[src/rtl/ccpu_bus_pkg.sv]
// Shared types and address-map constants for the CPU bus sequencer and chip-select decoder.
package ccpu_bus_pkg;

  typedef enum logic [1:0] {REG_ROM, REG_RAM, REG_IO} region_t;
  typedef enum logic [1:0] {ST_IDLE, ST_WAIT, ST_EXT, ST_DONE} state_t;

  localparam logic [7:0]  IO_PAGE     = 8'hFF;
  localparam logic [1:0]  EXT_SEL     = 2'b11;
  localparam int unsigned CR_RAML_BIT = 0;

  // Same precedence as the chip-select decoder: IO page first, then ROM/RAM split.
  function automatic region_t decode_region(input logic [15:0] addr, input logic ram_low);
    if (addr[15:8] == IO_PAGE) return REG_IO;
    if (!addr[15] && !ram_low) return REG_ROM;
    return REG_RAM;
  endfunction

endpackage

[src/rtl/ws_down_counter.sv]
// 4-bit loadable down-counter with zero flag; holds at zero rather than wrapping.
module ws_down_counter (
  input  logic       clk,
  input  logic       rst,
  input  logic       load,
  input  logic [3:0] load_val,
  input  logic       dec,
  output logic [3:0] cnt,
  output logic       zero
);

  always_ff @(posedge clk or posedge rst) begin
    if (rst) begin
      cnt <= '0;
    end else if (load) begin
      cnt <= load_val;
    end else if (dec && (cnt != '0)) begin
      cnt <= cnt - 4'd1;
    end
  end

  assign zero = (cnt == '0);

endmodule

[src/rtl/bus_wait_ctrl.sv]
// Wait-state sequencer driving the CPU's active-low ready line.
// Optional EXT timeout with sticky bus_err is enabled by defining WS_TIMEOUT_EN.
module bus_wait_ctrl
  import ccpu_bus_pkg::*;
#(
  parameter int unsigned ROM_WS  = 1,
  parameter int unsigned RAM_WS  = 0,
  parameter int unsigned IO_WS   = 2,
  parameter int unsigned TIMEOUT = 16
) (
  input  logic        clk,
  input  logic        rst,
  input  logic [15:0] a,
  input  logic        n_oe,
  input  logic        n_we,
  input  logic [7:0]  cr,
  input  logic        ext_rdy,
  input  logic        err_clr,
  output logic        n_rdy,
  output logic        bus_err
);

  state_t      state_q, state_d;
  region_t     region;
  logic        strobe;
  logic        ext_live, ext_q, ext_d;
  logic [3:0]  ws;
  logic        n_rdy_d;
  logic        cnt_load, cnt_dec, cnt_zero;
  logic [3:0]  cnt;

  assign strobe   = ~n_oe | ~n_we;
  assign region   = decode_region(a, cr[CR_RAML_BIT]);
  assign ext_live = (region == REG_IO) && (a[2:1] == EXT_SEL);

  always_comb begin
    ws = 4'(IO_WS);
    case (region)
      REG_ROM: ws = 4'(ROM_WS);
      REG_RAM: ws = 4'(RAM_WS);
      default: ws = 4'(IO_WS);
    endcase
  end

  ws_down_counter u_cnt (
    .clk      (clk),
    .rst      (rst),
    .load     (cnt_load),
    .load_val (ws - 4'd1),
    .dec      (cnt_dec),
    .cnt      (cnt),
    .zero     (cnt_zero)
  );

`ifdef WS_TIMEOUT_EN
  logic [7:0] tcnt;
  logic       err_set;
`endif

  always_comb begin
    state_d  = state_q;
    n_rdy_d  = n_rdy;
    ext_d    = ext_q;
    cnt_load = 1'b0;
    cnt_dec  = 1'b0;
`ifdef WS_TIMEOUT_EN
    err_set  = 1'b0;
`endif
    case (state_q)
      ST_IDLE: begin
        if (strobe) begin
          ext_d = ext_live;
          if (ws != '0) begin
            state_d  = ST_WAIT;
            cnt_load = 1'b1;
            n_rdy_d  = 1'b1;
          end else if (ext_live) begin
            state_d = ST_EXT;
            n_rdy_d = 1'b1;
          end else begin
            state_d = ST_DONE;
            n_rdy_d = 1'b0;
          end
        end
      end
      ST_WAIT: begin
        if (!strobe) begin
          state_d = ST_IDLE;
          n_rdy_d = 1'b0;
        end else if (cnt_zero) begin
          if (ext_q) begin
            state_d = ST_EXT;
          end else begin
            state_d = ST_DONE;
            n_rdy_d = 1'b0;
          end
        end else begin
          cnt_dec = 1'b1;
        end
      end
      ST_EXT: begin
        if (!strobe) begin
          state_d = ST_IDLE;
          n_rdy_d = 1'b0;
        end else if (ext_rdy) begin
          state_d = ST_DONE;
          n_rdy_d = 1'b0;
        end
`ifdef WS_TIMEOUT_EN
        else if (tcnt == 8'(TIMEOUT - 1)) begin
          state_d = ST_DONE;
          n_rdy_d = 1'b0;
          err_set = 1'b1;
        end
`endif
      end
      default: begin
        n_rdy_d = 1'b0;
        if (!strobe) state_d = ST_IDLE;
      end
    endcase
  end

  always_ff @(posedge clk or posedge rst) begin
    if (rst) begin
      state_q <= ST_IDLE;
      n_rdy   <= 1'b0;
      ext_q   <= 1'b0;
    end else begin
      state_q <= state_d;
      n_rdy   <= n_rdy_d;
      ext_q   <= ext_d;
    end
  end

`ifdef WS_TIMEOUT_EN
  // Held at zero outside EXT, so the first EXT cycle always sees 0.
  always_ff @(posedge clk or posedge rst) begin
    if (rst) begin
      tcnt <= '0;
    end else if (state_q != ST_EXT) begin
      tcnt <= '0;
    end else begin
      tcnt <= tcnt + 8'd1;
    end
  end

  always_ff @(posedge clk or posedge rst) begin
    if (rst) begin
      bus_err <= 1'b0;
    end else if (err_set) begin
      bus_err <= 1'b1;
    end else if (err_clr) begin
      bus_err <= 1'b0;
    end
  end

  logic unused_bits;
  assign unused_bits = ^{a[7:3], a[0], cr[7:1], cnt};
`else
  assign bus_err = 1'b0;

  logic unused_bits;
  assign unused_bits = ^{a[7:3], a[0], cr[7:1], cnt, err_clr, 8'(TIMEOUT)};
`endif

endmodule

[config.mk]
export PLATFORM = sky130hd
export DESIGN_NAME = bus_wait_ctrl
export DESIGN_NICKNAME = d
export VERILOG_FILES = /design/src/rtl/ccpu_bus_pkg.sv /design/src/rtl/ws_down_counter.sv /design/src/rtl/bus_wait_ctrl.sv
export SDC_FILE = /design/constraint.sdc
export NUM_CORES = 1
export LEC_CHECK = 0
export CAP_MARGIN = 10
export CORE_UTILIZATION = 35
export CTS_CLUSTER_SIZE = 10
export DETAILED_ROUTE_END_ITERATION = 10
export PLACE_DENSITY = 0.82
export SLEW_MARGIN = 20
export SYNTH_ARGS = -nofsm -noshare
export SYNTH_HDL_FRONTEND = slang
export SYNTH_SLANG_ARGS = --single-unit
export TNS_END_PERCENT = 100
[constraint.sdc]
create_clock -name clk -period 2.8 [get_ports clk]
set_input_delay 0.56 -clock clk [delete_from_list [all_inputs] [get_ports clk]]
set_output_delay 0.56 -clock clk [all_outputs]
set_load 0.01 [all_outputs]
; After elaboration in Yosys (flattened, before gate mapping)
; Index checks and enable logic that the tools add are counted.
[word_totals]
reg_bits = 8
latchBits = 0
ramBits = 0
rom_bits = 0
inputBits = 30
out_inout_bits = 2
wordCells = 69
mem_count = 0
[op_classes]
add_sub_neg = 2
n_mul = 0
n_div = 0
n_lt_le_gt_ge = 0
eq_ne = 11
shift = 0
n_mux = 35
bitwise = 3
reduce_logical = 14
[ops]
columns = operator, count
row1 = 2-bit two-way mux, 11
row2 = 1-bit two-way mux, 19
row3 = 3-bit != test (second input constant), 3
row4 = 8-bit equality test (second input constant), 1
row5 = 4-bit two-way mux, 2
row6 = 4-bit AND reduction, 2
row7 = 4-bit nonzero test, 2
row8 = 4-bit by 1-bit subtractor with 4-bit output (second input constant), 2
row9 = 2-bit equality test (second input constant), 3
row10 = 2-bit case mux with 3 select lines, 1
row11 = 2-bit by 1-bit equality test with 1-bit output (second input constant), 2
row12 = 2-bit zero test, 2
row13 = 4-bit zero test, 1
row14 = 4-bit by 1-bit != test with 1-bit output (second input constant), 1
row15 = 2-bit case mux with 2 select lines, 1
row16 = 1-bit logical AND, 3
row17 = 1-bit case mux with 3 select lines, 1
row18 = 1-bit zero test, 2
row19 = 2-bit != test (second input constant), 1
row20 = 1-bit inverter, 2
row21 = 2-bit AND reduction, 1
row22 = 2-bit nonzero test, 1
row23 = 1-bit bitwise OR, 1

; Logic depth before layout (Yosys ltp)
; Gate-level depths: netlist (run 1).
[depth]
ltp_word = 13
depth_mapped = 8
ltp_nobuf = 8

; By module
; A second synthesis (run 1) with hierarchy kept.
[hier_totals]
cells_unflattened = 61
area_unflattened_um2 = 543.0
[modules_own_cells]
columns = module, n_inst, cells_per_inst, area_each_um2, seq_area_each_um2
row1 = bus_wait_ctrl, 1, 33, 281.5, 100.1
row2 = ws_down_counter, 1, 28, 261.5, 100.1

; Least setup slack after synthesis (run 1)
; No wires, ideal clock.
[synth_timing]
path_type = input -> register
start = input port a[14]
end = register u_cnt.cnt[2]
setup_ns = 0.122
arrival_ns = 1.718
required_time_ns = 2.678
slack_ns = 0.960
stages = 7
n_path_buf = 0
path_cell_list = nand4_1 -> nor2_1 -> o21ai_0 -> a21oi_1 -> ha_1 -> nand3_1 -> a32o_1
[synth_via]
elab_chain_len = 10
word_cells_on_any_way = 13
cone_classes = add/sub: 1 / eq/ne: 2 / mux: 7 / reduce/logical: 3
[synth_lines]
columns = element, line_no
row1 = from (decl), bus_wait_ctrl.sv:13  ; input logic [15:0] a,
row2 = 8-bit equality test (*), ccpu_bus_pkg.sv:13  ; if (addr[15:8] == IO_PAGE) return REG_IO;
row3 = 1-bit two-way mux (*), ccpu_bus_pkg.sv:13
row4 = 2-bit two-way mux (*), ccpu_bus_pkg.sv:14  ; if (!addr[15] && !ram_low) return REG_ROM;
row5 = 2-bit by 1-bit equality test with 1-bit output / 2-bit zero test (equally long branches), bus_wait_ctrl.sv:38  ; case (region)
row6 = 2-bit case mux with 2 select lines (*), bus_wait_ctrl.sv:38
row7 = 4-bit nonzero test, bus_wait_ctrl.sv:73  ; if (ws != '0) begin
row8 = 1-bit two-way mux, bus_wait_ctrl.sv:73
row9 = 1-bit two-way mux, bus_wait_ctrl.sv:71  ; if (strobe) begin
row10 = 1-bit two-way mux, bus_wait_ctrl.sv:69  ; case (state_q)
row11 = 4-bit two-way mux / 2-bit nonzero test (equally long branches), --
row12 = to (signal assigned), ws_down_counter.sv:16  ; cnt <= load_val;
row13 = to (signal assigned), ws_down_counter.sv:18  ; cnt <= cnt - 4'd1;
row14 = to (decl), ws_down_counter.sv:8  ; output logic [3:0] cnt,
; Mark *: on every way between the ends. The rest lies on a longest branch, timed or not.
; A chain may end at the register's enable or synchronous reset.

; Final worst setup path (run 1)
[layout_timing]
start = input port n_we
end = register u_cnt.cnt[2]
[layout_via]
elab_chain_len = 6
word_cells_on_any_way = 9
cone_classes = mux: 5 / bitwise: 2 / reduce/logical: 2
[layout_lines]
columns = element, line_no
row1 = from (decl), bus_wait_ctrl.sv:15  ; input logic n_we,
row2 = 1-bit inverter (*), bus_wait_ctrl.sv:32  ; assign strobe = ~n_oe | ~n_we;
row3 = 1-bit bitwise OR (*), bus_wait_ctrl.sv:32
row4 = 1-bit two-way mux, bus_wait_ctrl.sv:87  ; if (!strobe) begin
row5 = 1-bit two-way mux, bus_wait_ctrl.sv:69
row6 = 1-bit logical AND, ws_down_counter.sv:17  ; end else if (dec && (cnt != '0)) begin
row7 = 2-bit nonzero test (no line), --
; Marked as above.

==> flow_metrics.py, run 1 <==
metrics = {
    "sta": {
        "fmax_ghz": 0.456,
        "final-max-slew-violation-count": 0,
        "period_minus_slack_ns": 2.19,
        "setup_viol": 0,
        "skew_ns": 0.000372,
        "period_share_pct": 78.4,
        "rsz0062_at_grt": "no",
        "hold_violations": 0,
        "finalSetupTns_ns": 0,
    },
    "grt": {
        "grt_pass1_vias": 459,
        "antenna_found_initial": 0,
        "grt_usage_pct": 16.8,
        "overflow": 0,
        "grt_max_degree": 14,
        "grt_first_pass_wirelength_um": 1790,
    },
    "routing": {
        "wl_um": 1090,
        "vias_per_cell": 5.53,
        "vias": 514,
        "dr.pass1.iters": 4,
        "antenna_left": 0,
        "wl_per_cell_um": 11.7,
        "drt-initial-drc-count": 11,
        "drcViolationCount": 0,
    },
    "power": {
        "vdd_drop_max_v": 0.000299,
        "swShare_pct": 36.9,
        "power.internal_w": 0.000298,
        "p_switching_w": 0.000174,
        "p_total_w": 0.000472,
        "comb_power_share_pct": 39.4,
        "seq_power_share_pct": 41.4,
        "pwr_density_cell_nw_per_um2": 647,
        "clock_power_share_pct": 19.2,
        "p_leak_nw": 0.313,
    },
    "logic_synthesis": {
        "netlist_area_um2": 533,
        "ys_warn_count": 0,
        "synth-async-reset-ratio_pct": 100,
        "ys_types": 31,
        "ys.flop_type": "dfrtp_1",
        "synthCells": 60,
        "ys_ff_latch": 8,
        "syn_nets": 91,
        "syn_avg_cell_area_um2": 8.88,
        "synth_edf_count": 0,
        "yosysSeqAreaShare_pct": 37.6,
    },
    "worst_setup_path": {
        "critPathLaunchType": "input port",
        "r2r_cells": 7,
        "endpoint_kind": "register",
        "worstPathRequired_ns": 2.95,
        "crit_arrival_ns": 2.34,
        "cp_max_fo": 5,
        "worstReg2RegStart": "state_q[0]$_DFFE_PP0P_",
        "crit_type": "in2reg",
        "critical_path.startpoint": "n_we",
    },
    "final_layout": {
        "syn_to_final_growth_pct": 36.9,
        "multi_input_area_um2": 309,
        "insertedDiodeCount": 0,
        "layout.nets": 111,
        "fill_cells": 134,
        "register_area_um2": 200,
        "drive_gt1_share_pct": 7.69,
    },
    "clocking": {
        "cts_tree": "built",
        "clkLatencyLatePin_ns": 0.26,
        "numCtsBuffers": 3,
        "cts_resized": 0,
        "post_cts_buffers": 0,
        "postCtsHoldBufs": 0,
        "cts_sinks": 8,
        "clockBufferDepth": 2,
        "clk_pin_slew_ns": 0.05,
        "htree_num_levels": 1,
        "cts_root_buf": "clkbuf_4",
    },
    "floorplanning": {
        "die_h_um": 41.0,
        "die_x_um": 41.0,
        "initial_core_util_pct": 39.0,
        "ioPinCount": 32,
        "dieArea_um2": 1680,
        "core-area_um2": 1370,
        "rows": 13,
    },
    "job": {
        "cap_violations": 0,
    },
    "outcome": {
        "status": "finished clean",
    },
    "placed_design": {
        "hpwl_um": 866,
        "gp_congestion": 0.862,
        "io_buffer_count": 16,
    },
    "worst_hold_path": {
        "holdPathStages": 1,
        "min_from": "n_rdy$_DFFE_PP0P_",
        "hold_class": "reg2reg",
    },
}
==> worst max-delay path, stage by stage <==
cell	delay, ns
clkdlybuf4s50_1	0.54
a21o_1	0.22
nor2_1	0.07
o21ai_0	0.16
a21oi_1	0.13
ha_1	0.21
nor2_1	0.10
o21ai_0	0.10
a32o_1	0.26
==> logic make-up (layout without fill, tap and decap cells) <==
family | after synthesis | count (layout) | share of synthesized area (%)
adders and majority gates | 1 | 1 | 2.35
other | 1 | 1 | 0.704
buffers and inverters | 5 | 23 | 4.46
muxes | 2 | 2 | 3.76
AOI/OAI and AO/OA | 19 | 19 | 24.4
DFF | 8 | 8 | 37.6
and+or+nand+nor | 24 | 24 | 26.8
==> metrics by stage <==
stage / util (%) / hold WS, ns / instance area, um2 / instances / setup slack, ns
floorplan: - / 0.376 / 533 / 60 / 0.960
finish: 53.4 / 0.476 / 729 / 93 / 0.605
detailed placement: 51.7 / 0.476 / 707 / 90 / 0.350
global placement: 51.7 / 0.462 / 707 / 90 / 0.389
global route: 53.4 / 0.515 / 729 / 93 / 0.470
CTS: 53.4 / 0.490 / 729 / 93 / 0.623
==> state kept, by name, summed over array words and instances, names as in the netlist <==
| name | flops |
|---|---|
| ext_q | 1 |
| n_rdy | 1 |
| state_q | 2 |
| u_cnt.cnt | 4 |
==> synth_stat cells, types with 2 or more instances <==
cell type | n | area [um2]
nand2_1 | 6 | 22.5
nor3_1 | 2 | 10.0
nand4_1 | 3 | 18.8
nor2b_1 | 2 | 12.5
a21oi_1 | 4 | 20.0
o21ai_0 | 5 | 25.0
inv_1 | 3 | 11.3
mux2i_1 | 2 | 20.0
nor2_1 | 4 | 15.0
dfrtp_1 | 8 | 200
==> path summary, 6_finish.rpt <==
kind,to,slack (ns)
setup / recovery,u_cnt.cnt[2]$_DFFE_PP0P_,0.61
setup reg to reg,u_cnt.cnt[2]$_DFFE_PP0P_,0.89
hold reg to reg,n_rdy$_DFFE_PP0P_,0.48
min in group asynchronous,n_rdy$_DFFE_PP0P_,0.55
max in group asynchronous,state_q[1]$_DFFE_PP0P_,2.02
hold / removal,n_rdy$_DFFE_PP0P_,0.48
==> power groups by stage <==
stage	combinational, W	sequential (W)	clock, W
2_1_floorplan	0.000143	0.000183	0
3_3_place_gp	0.000182	0.000195	0
3_5_place_dp	0.000189	0.000197	0
4_1_cts	0.000189	0.000195	0.0000954
5_1_grt	0.000209	0.000202	0.000102
6_report	0.000186	0.000196	0.0000905
==> placed cells by master, fill, tap and decap left out, types with 2 or more instances in the layout <==
cell / n
clkdlybuf4s50_1: 16
dfrtp_1: 8
nand2_1: 6
o21ai_0: 5
nor2_1: 4
a21oi_1: 4
nand4_1: 3
inv_1: 3
clkbuf_4: 3
nor2b_1: 2
mux2i_1: 2
nor3_1: 2
==> per-layer routing <==
metal	wire, um	part of all wire, %	GRT usage, %
met5	0	0	0
met4	0	0	5.00
met3	80	7.4	6.52
met2	528	49	30.5
met1	476	44	17.6
==> layout make-up <==
type / instances / area share (%)
inverter: 3 / 1.54
timing repair buffer: 17 / 23.0
sequential: 8 / 27.4
multi-input combinational: 47 / 42.4
clock buffer: 3 / 3.09
tap: 15 / 2.57
Power figures use the tool's default switching activity.
==> inputs of run 2 (changes only) <==
--- a/config.mk
+++ b/config.mk
@@ -6,10 +6,10 @@
 export NUM_CORES = 1
 export LEC_CHECK = 0
 export CAP_MARGIN = 10
-export CORE_UTILIZATION = 35
+export CORE_UTILIZATION = 32
 export CTS_CLUSTER_SIZE = 10
 export DETAILED_ROUTE_END_ITERATION = 10
-export PLACE_DENSITY = 0.82
+export PLACE_DENSITY = 0.79
 export SLEW_MARGIN = 20
 export SYNTH_ARGS = -nofsm -noshare
 export SYNTH_HDL_FRONTEND = slang
==> constraint.sdc (replaced) <==
create_clock -name clk -period 2 [get_ports clk]
set_input_delay 0.4 -clock clk [delete_from_list [all_inputs] [get_ports clk]]
set_output_delay 0.4 -clock clk [all_outputs]
set_load 0.01 [all_outputs]
==> run 2 against run 1 <==
Against the previous run: sequential share of layout area shrank 2.7 points; cell count up 11%; hold slack got worse by 0.089 ns; worst setup slack got worse by 0.52 ns; clock power rose by 45%; first-iteration DRC count decreased by 9.1%; final area up 11%; largest power group is now combinational cells; highest routed layer is now met4.
==> flow_metrics.py, run 2 (synthesis results as in run 1) <==
metrics = {
    "outcome": {
        "status": "finished clean",
    },
    "power": {
        "vdd_drop_max_v": 0.000355,
        "pwr_density_cell_nw_per_um2": 868,
        "p_total_w": 0.000701,
        "p_leak_nw": 0.354,
    },
    "final_layout": {
        "fill_cells": 139,
        "largest_reg_flops": 4,
        "insertedDiodeCount": 0,
        "syn_to_final_growth_pct": 51.6,
        "final_common_cell": "clkdlybuf4s50_1",
        "final_cell_mix": "clkdlybuf4s50_1 (16), buf_4 (10), dfrtp_1 (8)",
        "final_area_um2": 808,
        "top_register": "u_cnt.cnt",
        "top_regs": "u_cnt.cnt x4, state_q x2",
        "register_area_um2": 200,
        "drive_gt1_share_pct": 20.7,
        "multi_input_area_um2": 319,
        "layout.nets": 120,
    },
    "routing": {
        "wl_um": 1270,
        "vias_per_cell": 5.41,
        "antenna_left": 0,
        "vias": 557,
        "drt-initial-drc-count": 10,
        "dr.pass1.iters": 2,
        "wl_per_cell_um": 12.3,
        "drcViolationCount": 0,
    },
    "grt": {
        "grt_pass1_vias": 557,
        "grt_max_degree": 13,
        "grt_first_pass_wirelength_um": 2310,
        "antenna_found_initial": 0,
        "grt_usage_pct": 17.2,
        "overflow": 0,
    },
    "sta": {
        "skew_ns": 0.00276,
        "finalSetupTns_ns": 0,
        "period_minus_slack_ns": 1.91,
        "final-max-slew-violation-count": 0,
        "hold_violations": 0,
        "fmax_ghz": 0.523,
        "fin_hold_ws_ns": 0.388,
        "period_share_pct": 95.6,
        "setup_viol": 0,
    },
    "clocking": {
        "htree_num_levels": 1,
        "postCtsHoldBufs": 0,
        "clkLatencyLatePin_ns": 0.26,
        "cts_root_buf": "clkbuf_4",
        "clk_pin_slew_ns": 0.06,
        "post_cts_buffers": 0,
        "numCtsBuffers": 3,
        "clockBufferDepth": 2,
        "cts_resized": 0,
        "cts_sinks": 8,
        "cts_tree": "built",
    },
    "worst_setup_path": {
        "crit_arrival_ns": 2.06,
        "endpoint_kind": "register",
        "crit_type": "in2reg",
        "critPathLaunchType": "input port",
        "cp_max_fo": 3,
        "critPathSlowestCell": "clkdlybuf4s50_1",
        "crit_chain": "clkdlybuf4s50_1, a211o_1, nor3_1, a21oi_1, ha_2, nor2_1, o21ai_0, a32o_1",
        "critical_path.startpoint": "n_oe",
        "worstPathRequired_ns": 2.15,
        "max_stage_delay_ns": 0.44,
        "worstReg2RegStart": "state_q[1]$_DFFE_PP0P_",
    },
    "worst_hold_path": {
        "hold_class": "in2async",
    },
    "floorplanning": {
        "die_x_um": 42.8,
        "die_h_um": 42.8,
        "core-area_um2": 1520,
        "rows": 14,
        "ioPinCount": 32,
        "initial_core_util_pct": 35.0,
        "dieArea_um2": 1830,
    },
    "placed_design": {
        "io_buffer_count": 16,
        "gp_congestion": 0.814,
        "post_dp_cell_area_um2": 776,
        "hpwl_um": 1010,
    },
    "job": {
        "cap_violations": 0,
    },
}
run 2: cell types whose count changed in the layout (fill, tap and decap cells not counted), sizes merged:
cell	before	now
buf	1	10
run 2: cell type report:
type / count / share of cell area, %
timing repair buffer: 26 / 29.1
multi-input combinational: 47 / 39.5
inverter: 3 / 1.39
clock buffer: 3 / 2.79
tap: 16 / 2.48
sequential: 8 / 24.8
run 2: worst paths after layout:
kind	end	slack [ns]	depth (start not counted)
worst max-delay path	u_cnt.cnt[2]$_DFFE_PP0P_	0.09	8
worst min-delay path	u_cnt.cnt[2]$_DFFE_PP0P_	0.39	2
worst max register to register	u_cnt.cnt[2]$_DFFE_PP0P_	0.29	7
max in group asynchronous	state_q[0]$_DFFE_PP0P_	1.37	2
worst min register to register	n_rdy$_DFFE_PP0P_	0.48	1
min in group clk	n_rdy$_DFFE_PP0P_	0.48	1
run 2: layer usage:
layer	part of all wire [%]	routed length [um]	track usage [%]
met4	2.0	25	9.38
met1	45	568	20.7
met3	4.0	51	3.83
met2	49	621	27.9
met5	0	0	0
run 2: stage by stage:
step	std cells	worst slack, ns	utilization [%]
5_1_grt	103	-0.00694	53.0
3_3_place_gp	100	-0.189	50.9
3_5_place_dp	100	-0.240	50.9
6_report	103	0.0879	53.0
4_1_cts	103	0.0339	52.4
2_1_floorplan	60	0.320	-
run 2: power by group:
| part | internal, W | switching [W] | leakage, nW |
|---|---|---|---|
| Clock | 0.0000691 | 0.0000614 | 0.0138 |
| Sequential | 0.000203 | 0.0000656 | 0.100 |
| Combinational | 0.000169 | 0.000133 | 0.240 |
| Total | 0.000441 | 0.000260 | 0.354 |
run 2: worst max-delay path, delay by kind of cell:
family | cells | cell delay, ns
compound gates | 4 | 0.77
buf+inv | 1 | 0.44
simple gates | 2 | 0.24
fa+ha+maj | 1 | 0.21
